[src/rtl/uart_pkg.sv]
// Shared UART definitions: default bit timing, TX state encoding and line idle level.
// Used by the digest transmitter and reusable by the RX side.
// Contains no logic; it has no ports.
package uart_pkg;

  // 125 MHz / 115200 baud
  localparam int UART_CLKS_PER_BIT_DEF = 1085;

  localparam logic UART_IDLE_LEVEL = 1'b1;

  typedef enum logic [1:0] {
    ST_IDLE  = 2'd0,
    ST_START = 2'd1,
    ST_DATA  = 2'd2,
    ST_STOP  = 2'd3
  } uart_state_t;

endpackage

[src/rtl/byte_fifo.sv]
// Generic circular FIFO (power-of-two depth) with an extra pointer bit to tell full from empty.
// Latency: a pushed entry is visible at o_pop_dat on the next cycle; o_pop_dat is read combinationally.
// Backpressure: a push while full is accepted only if a pop happens in the same cycle; otherwise it is ignored.
// Ports: clk, rst_n (async active-low), i_push/i_push_dat write side, i_pop/o_pop_dat read side,
//        o_full/o_empty status. i_pop must only be asserted while o_empty is low.
module byte_fifo #(
  parameter int DEPTH = 32,
  parameter int WIDTH = 8
) (
  input  logic             clk,
  input  logic             rst_n,
  input  logic             i_push,
  input  logic [WIDTH-1:0] i_push_dat,
  input  logic             i_pop,
  output logic [WIDTH-1:0] o_pop_dat,
  output logic             o_full,
  output logic             o_empty
);

  localparam int AW = $clog2(DEPTH);

  logic [WIDTH-1:0] r_mem [DEPTH];
  logic [AW:0]      r_wr_ptr;
  logic [AW:0]      r_rd_ptr;
  logic             w_push_ok;

  // Same index, different wrap bit => the writer is a full lap ahead.
  assign o_full    = (r_wr_ptr[AW] != r_rd_ptr[AW]) && (r_wr_ptr[AW-1:0] == r_rd_ptr[AW-1:0]);
  assign o_empty   = (r_wr_ptr == r_rd_ptr);
  assign w_push_ok = i_push && (!o_full || i_pop);
  assign o_pop_dat = r_mem[r_rd_ptr[AW-1:0]];

  always_ff @(posedge clk or negedge rst_n) begin
    if (!rst_n) begin
      r_wr_ptr <= '0;
      r_rd_ptr <= '0;
    end else begin
      if (w_push_ok) r_wr_ptr <= r_wr_ptr + 1'b1;
      if (i_pop)     r_rd_ptr <= r_rd_ptr + 1'b1;
    end
  end

  always_ff @(posedge clk) begin
    if (w_push_ok) r_mem[r_wr_ptr[AW-1:0]] <= i_push_dat;
  end

endmodule

[src/rtl/uart_tx_digest.sv]
// Buffers SHA-256 digest bytes and sends them as 8N1 UART frames, LSB first, back to back.
// Latency: byte pushed on cycle N into an idle, empty block -> start bit on uart_tx from cycle N+2.
// Backpressure: none upstream; a byte arriving while the FIFO is full (and no pop) is dropped and
//               sets the sticky overflow flag.
// Ports: clk, rst_n (async active-low); hash_byte_in/hash_dv_in byte strobe from the hash core;
//        uart_tx serial line (idle high, registered); tx_busy (registered); tx_done end-of-stop pulse;
//        overflow sticky drop flag.
module uart_tx_digest
  import uart_pkg::*;
#(
  parameter int CLKS_PER_BIT = UART_CLKS_PER_BIT_DEF,
  parameter int FIFO_DEPTH   = 32
) (
  input  logic       clk,
  input  logic       rst_n,
  input  logic [7:0] hash_byte_in,
  input  logic       hash_dv_in,
  output logic       uart_tx,
  output logic       tx_busy,
  output logic       tx_done,
  output logic       overflow
);

  localparam logic [15:0] BAUD_LAST = 16'(CLKS_PER_BIT - 1);

  uart_state_t r_state;
  uart_state_t w_state_nxt;
  logic [15:0] r_baud;
  logic [2:0]  r_bit_idx;
  logic [2:0]  w_bit_nxt;
  logic [7:0]  r_shift;
  logic [7:0]  w_shift_nxt;
  logic        r_tx;
  logic        w_tx_nxt;
  logic        r_busy;
  logic        r_ovf;
  logic        w_pop;
  logic        w_done;
  logic        w_baud_end;
  logic [7:0]  w_fifo_dat;
  logic        w_full;
  logic        w_empty;

  byte_fifo #(
    .DEPTH (FIFO_DEPTH),
    .WIDTH (8)
  ) u_fifo (
    .clk        (clk),
    .rst_n      (rst_n),
    .i_push     (hash_dv_in),
    .i_push_dat (hash_byte_in),
    .i_pop      (w_pop),
    .o_pop_dat  (w_fifo_dat),
    .o_full     (w_full),
    .o_empty    (w_empty)
  );

  assign w_baud_end = (r_baud == BAUD_LAST);

  always_comb begin
    w_state_nxt = r_state;
    w_bit_nxt   = r_bit_idx;
    w_pop       = 1'b0;
    w_done      = 1'b0;
    unique case (r_state)
      ST_IDLE: begin
        if (!w_empty) begin
          w_pop       = 1'b1;
          w_state_nxt = ST_START;
        end
      end
      ST_START: begin
        if (w_baud_end) begin
          w_state_nxt = ST_DATA;
          w_bit_nxt   = 3'd0;
        end
      end
      ST_DATA: begin
        if (w_baud_end) begin
          if (r_bit_idx == 3'd7) w_state_nxt = ST_STOP;
          else                   w_bit_nxt   = r_bit_idx + 3'd1;
        end
      end
      ST_STOP: begin
        if (w_baud_end) begin
          w_done = 1'b1;
          // Chain straight into the next start bit so frames have no idle gap.
          if (!w_empty) begin
            w_pop       = 1'b1;
            w_state_nxt = ST_START;
          end else begin
            w_state_nxt = ST_IDLE;
          end
        end
      end
      default: w_state_nxt = ST_IDLE;
    endcase

    w_shift_nxt = w_pop ? w_fifo_dat : r_shift;

    // Line level is computed from the next state so uart_tx can come straight from a flop.
    unique case (w_state_nxt)
      ST_START: w_tx_nxt = 1'b0;
      ST_DATA:  w_tx_nxt = w_shift_nxt[w_bit_nxt];
      default:  w_tx_nxt = UART_IDLE_LEVEL;
    endcase
  end

  always_ff @(posedge clk or negedge rst_n) begin
    if (!rst_n) begin
      r_state   <= ST_IDLE;
      r_baud    <= '0;
      r_bit_idx <= '0;
      r_shift   <= '0;
      r_tx      <= UART_IDLE_LEVEL;
      r_busy    <= 1'b0;
      r_ovf     <= 1'b0;
    end else begin
      r_state   <= w_state_nxt;
      r_bit_idx <= w_bit_nxt;
      r_shift   <= w_shift_nxt;
      r_tx      <= w_tx_nxt;
      // Counter restarts at each bit boundary and every state change; parked at 0 in IDLE.
      if (w_baud_end || (w_state_nxt != r_state) || (w_state_nxt == ST_IDLE)) r_baud <= '0;
      else                                                                       r_baud <= r_baud + 16'd1;
      r_busy    <= (r_state != ST_IDLE) || !w_empty;
      if (hash_dv_in && w_full && !w_pop) r_ovf <= 1'b1;
    end
  end

  assign uart_tx  = r_tx;
  assign tx_busy  = r_busy;
  assign tx_done  = w_done;
  assign overflow = r_ovf;

endmodule

[config.mk]
export PLATFORM = sky130hd
export DESIGN_NAME = uart_tx_digest
export DESIGN_NICKNAME = d
export VERILOG_FILES = /design/src/rtl/uart_pkg.sv /design/src/rtl/byte_fifo.sv /design/src/rtl/uart_tx_digest.sv
export SDC_FILE = /design/constraint.sdc
export NUM_CORES = 1
export LEC_CHECK = 0
export BUFFER_PORTS_ARGS = -buffer_cell sky130_fd_sc_hd__buf_4
export CORE_UTILIZATION = 63
export CTS_CLUSTER_SIZE = 16
export DETAILED_ROUTE_END_ITERATION = 16
export MAX_ROUTING_LAYER = met4
export PLACE_DENSITY = 0.8
export SETUP_SLACK_MARGIN = 0.3
export SLEW_MARGIN = 0
export SYNTH_ARGS = -nofsm -noshare
export SYNTH_HDL_FRONTEND = slang
export SYNTH_HIERARCHICAL = 1
export SYNTH_SLANG_ARGS = --single-unit
[constraint.sdc]
create_clock -name clk -period 3.8 [get_ports clk]
set_clock_uncertainty 0.05 [all_clocks]
set_input_delay 0.57 -clock clk [delete_from_list [all_inputs] [get_ports clk]]
set_output_delay 0.57 -clock clk [all_outputs]
set_load 0.05 [all_outputs]
==> impl_results.md <==
* Final min period at 3260 ps
* Ys flop type: edfxtp_1
* Post-synthesis sequential area ratio at 70.7%
* TritonRoute pass-1 iters at 5
* Crit path arrival time at 3400 ps
* GPL Wtd Cong at 0.904
* Most common cell after layout, fill and taps aside: edfxtp_1
* IO buf count at 14
* Sw frac at 31.8%
* Core Area at 0.0194 mm^2
* Number of synthesized flops with an enable pin at 256
* Maximum clock path buffer count at 3
* Io pins at 15
* Seq cells post-synth at 300
* Vias in the first global route at 6778
* Worst min-delay path category: input port to flop
* Grt ovf at 0
* Final setup viols at 0
* CP Class: flop to flop
* Non-filler cells, final at 1037
* Overall power at 9.96 mW
* Initial core utilization at 64.1%
* P per Cell Area at 722 mW/mm^2
* Leakage power at 4.84 nW
* Initial antenna violation count at 0
* Commonest cells after routing, fill and taps aside: 256 x edfxtp_1, 48 x nand2_1, 46 x mux4_2
* Max cap viols at 0
* Yosys warning count at 6
* WL/cell at 24.7 um
* Die height at 143 um
* ANT nets after route at 0
* Slew Limit Fails at 0
* DRT iter0 DRCs at 762
* Rows at 51
* TNS Setup at 0 ps
* H-Tree Depth at 1
* Hold slack at 222 ps
* Routed WL at 25.7 mm
* Global-route wire length before repair at 39.0 mm
* Total CTS buffers at 29
* Part of the cycle the worst path needs at 85.7%
* Comb power frac at 30.7%
* Layout area overhead at 10.9%
* Largest net degree at the start of global routing at 83
* GRT Util Overall at 27.1%
* Ratio of cells with drive above 1 in the final layout at 21.0%
* Mapped Cells at 723
* Clock network power share at 28.5%
* Mean Syn Cell Area at 17.2 um^2
* Crit Path Max Fanout at 14
* Status: finished clean
* Tightest Pin Transition at 780 ps
* Synthesized area at 0.0124 mm^2
* Critical path, cell by cell: xor2_1, nor3_1, and3_1, nor2_1, and2_1, a31oi_4, inv_2, nor2_1, a31oi_2, buf_4, and3_1
* Max_slew headroom at 47.9%
* Worst setup SP type: flop
* DP HPWL at 15.8 mm
* Switching pwr at 3.17 mW
* Crit-path max cell delay at 530 ps
* Worst IR Drop VDD at 457 uV
* Clk sinks at 300
* Distinct cells, synth at 60
* Int Power at 6.79 mW
* DIE AREA at 0.0203 mm^2
* Clk Latency, worst-skew pair at 550 ps
* Mapped Nets at 747
* Critical Path RT at 3940 ps
* Ant. Diodes at 0
* Total number of vias at 6745
* CP endpoint kind: flop
* Placed Cells at 981
* Sequential power share at 40.8%
* Post-route core utilization at 71.1%
* DRC at 0
* CTS tree: yes
* Hold path start: hash_dv_in
* Post-synth ARST share at 14.7%
* RR Startpoint: u_fifo/r_rd_ptr[0]
* Root Buffer: clkbuf_16
* Unrepaired setup endpoints after global routing: no
* Fillcell total at 1232
* Critical Path Source: u_fifo/r_rd_ptr[0]
* Die Wd at 143 um
* F_max at 0.307 GHz
* # nets final at 773
* Post-CTS setup repair buffer count at 0
* Final hold violations at 0
* Critical path's slowest cell: dfrtp_4
* Clock Pin Slew Worst Setup and Hold Paths at 60 ps
* Routed vias/inst at 6.50
through the flow:
stage               cell area (um^2)  setup slack (ps)
floorplan                      12400               815
global placement               12800               515
detailed placement             12800               430
CTS                            13700               411
global route                   13800               339
finish                         13800               545
repair_timing:
action / CTS / global route
hold buffers: 1 / 0
hold endpoints to repair: 43 / 0
endpoints found under the setup margin: 0 / 129
gates resized for setup: 0 / 15
synthesized netlist by cell type (6+ instances only):
cell      count  share of area (%)
nor2_2       10               0.50
mux2i_1      33                2.7
inv_1        10               0.30
a21oi_1      27                1.1
dfrtp_1      43                8.7
xnor2_1      14               0.99
clkbuf_1     13               0.39
edfxtp_1    256                 62
o22ai_1       8               0.40
ha_1         13                1.3
and3_1       36                1.8
nor3_1        6               0.24
buf_2         6               0.24
nor2_1       25               0.75
nand4_1       7               0.35
a22oi_1       8               0.48
xor2_1       16                1.1
o221ai_1      8               0.56
mux4_2       46                8.3
buf_4         7               0.42
nand3_1       8               0.32
a22o_1        9               0.63
nand2_1      48                1.4
worst max-delay path, delay by kind of cell (launching register included):
| kind | cells | cell delay, ps |
|---|---|---|
| xor+xnor | 1 | 210 |
| simple gates | 6 | 1310 |
| compound gates | 2 | 350 |
| flops | 1 | 530 |
| buf+inv | 2 | 440 |
layout make-up:
type | instances | area [um^2] | share of cell area [%]
multi-input combinational | 375 | 3410 | 24.7
clock buffer | 35 | 748 | 5.42
clock inverter | 19 | 199 | 1.44
timing repair buffer | 30 | 265 | 1.92
inverter | 13 | 48.8 | 0.354
sequential | 300 | 8790 | 63.8
tap | 265 | 332 | 2.40
worst paths after layout:
check,to,slack (ps),depth (start not counted)
worst max-delay path,u_fifo/r_mem[7][3],540,11
worst min-delay path,overflow,220,2
worst max register to register,u_fifo/r_mem[7][3],540,11
worst min register to register,overflow,420,1
max in group asynchronous,u_fifo/r_rd_ptr[0],2740,2
min in group asynchronous,r_baud[6],510,2
sequential cells by signal, summed over array words and instances, names as in the netlist:
| register | count |
|---|---|
| u_fifo/r_mem | 256 |
| r_baud | 16 |
| r_shift | 8 |
| u_fifo/r_rd_ptr | 6 |
| u_fifo/r_wr_ptr | 6 |
| r_bit_idx | 3 |
| r_state | 2 |
| overflow | 1 |
| tx_busy | 1 |
| uart_tx | 1 |
kinds of logic (layout without fill, tap and decap cells):
group,Yosys count,count (layout),share of synthesized area [%]
adders and majority gates,13,13,1.31
muxes,81,81,11.3
DFF,300,300,70.7
xor gates and xnor gates,30,30,2.11
and+or+nand+nor,161,161,6.89
buffers and inverters,48,97,2.15
AOI/OAI and AO/OA,90,90,5.59
routing by layer:
metal / vias to the layer above / track usage, % / routed length [um]
met5: - / - / 0
met4: 0 / 9.68 / 858
met3: 62 / 3.84 / 2050
met2: 345 / 43.8 / 12800
met1: 3430 / 35.7 / 9950
li1: 2908 / - / -
power by group through the flow:
stage | registers (mW) | clock network [mW] | logic, mW
floorplan | 4.07 | 0 | 2.24
global placement | 4.10 | 0 | 2.85
detailed placement | 4.11 | 0 | 2.94
CTS | 4.05 | 2.86 | 2.97
global route | 4.09 | 2.99 | 3.23
finish | 4.07 | 2.83 | 3.06
No activity file was read; power rests on OpenSTA's default activity.
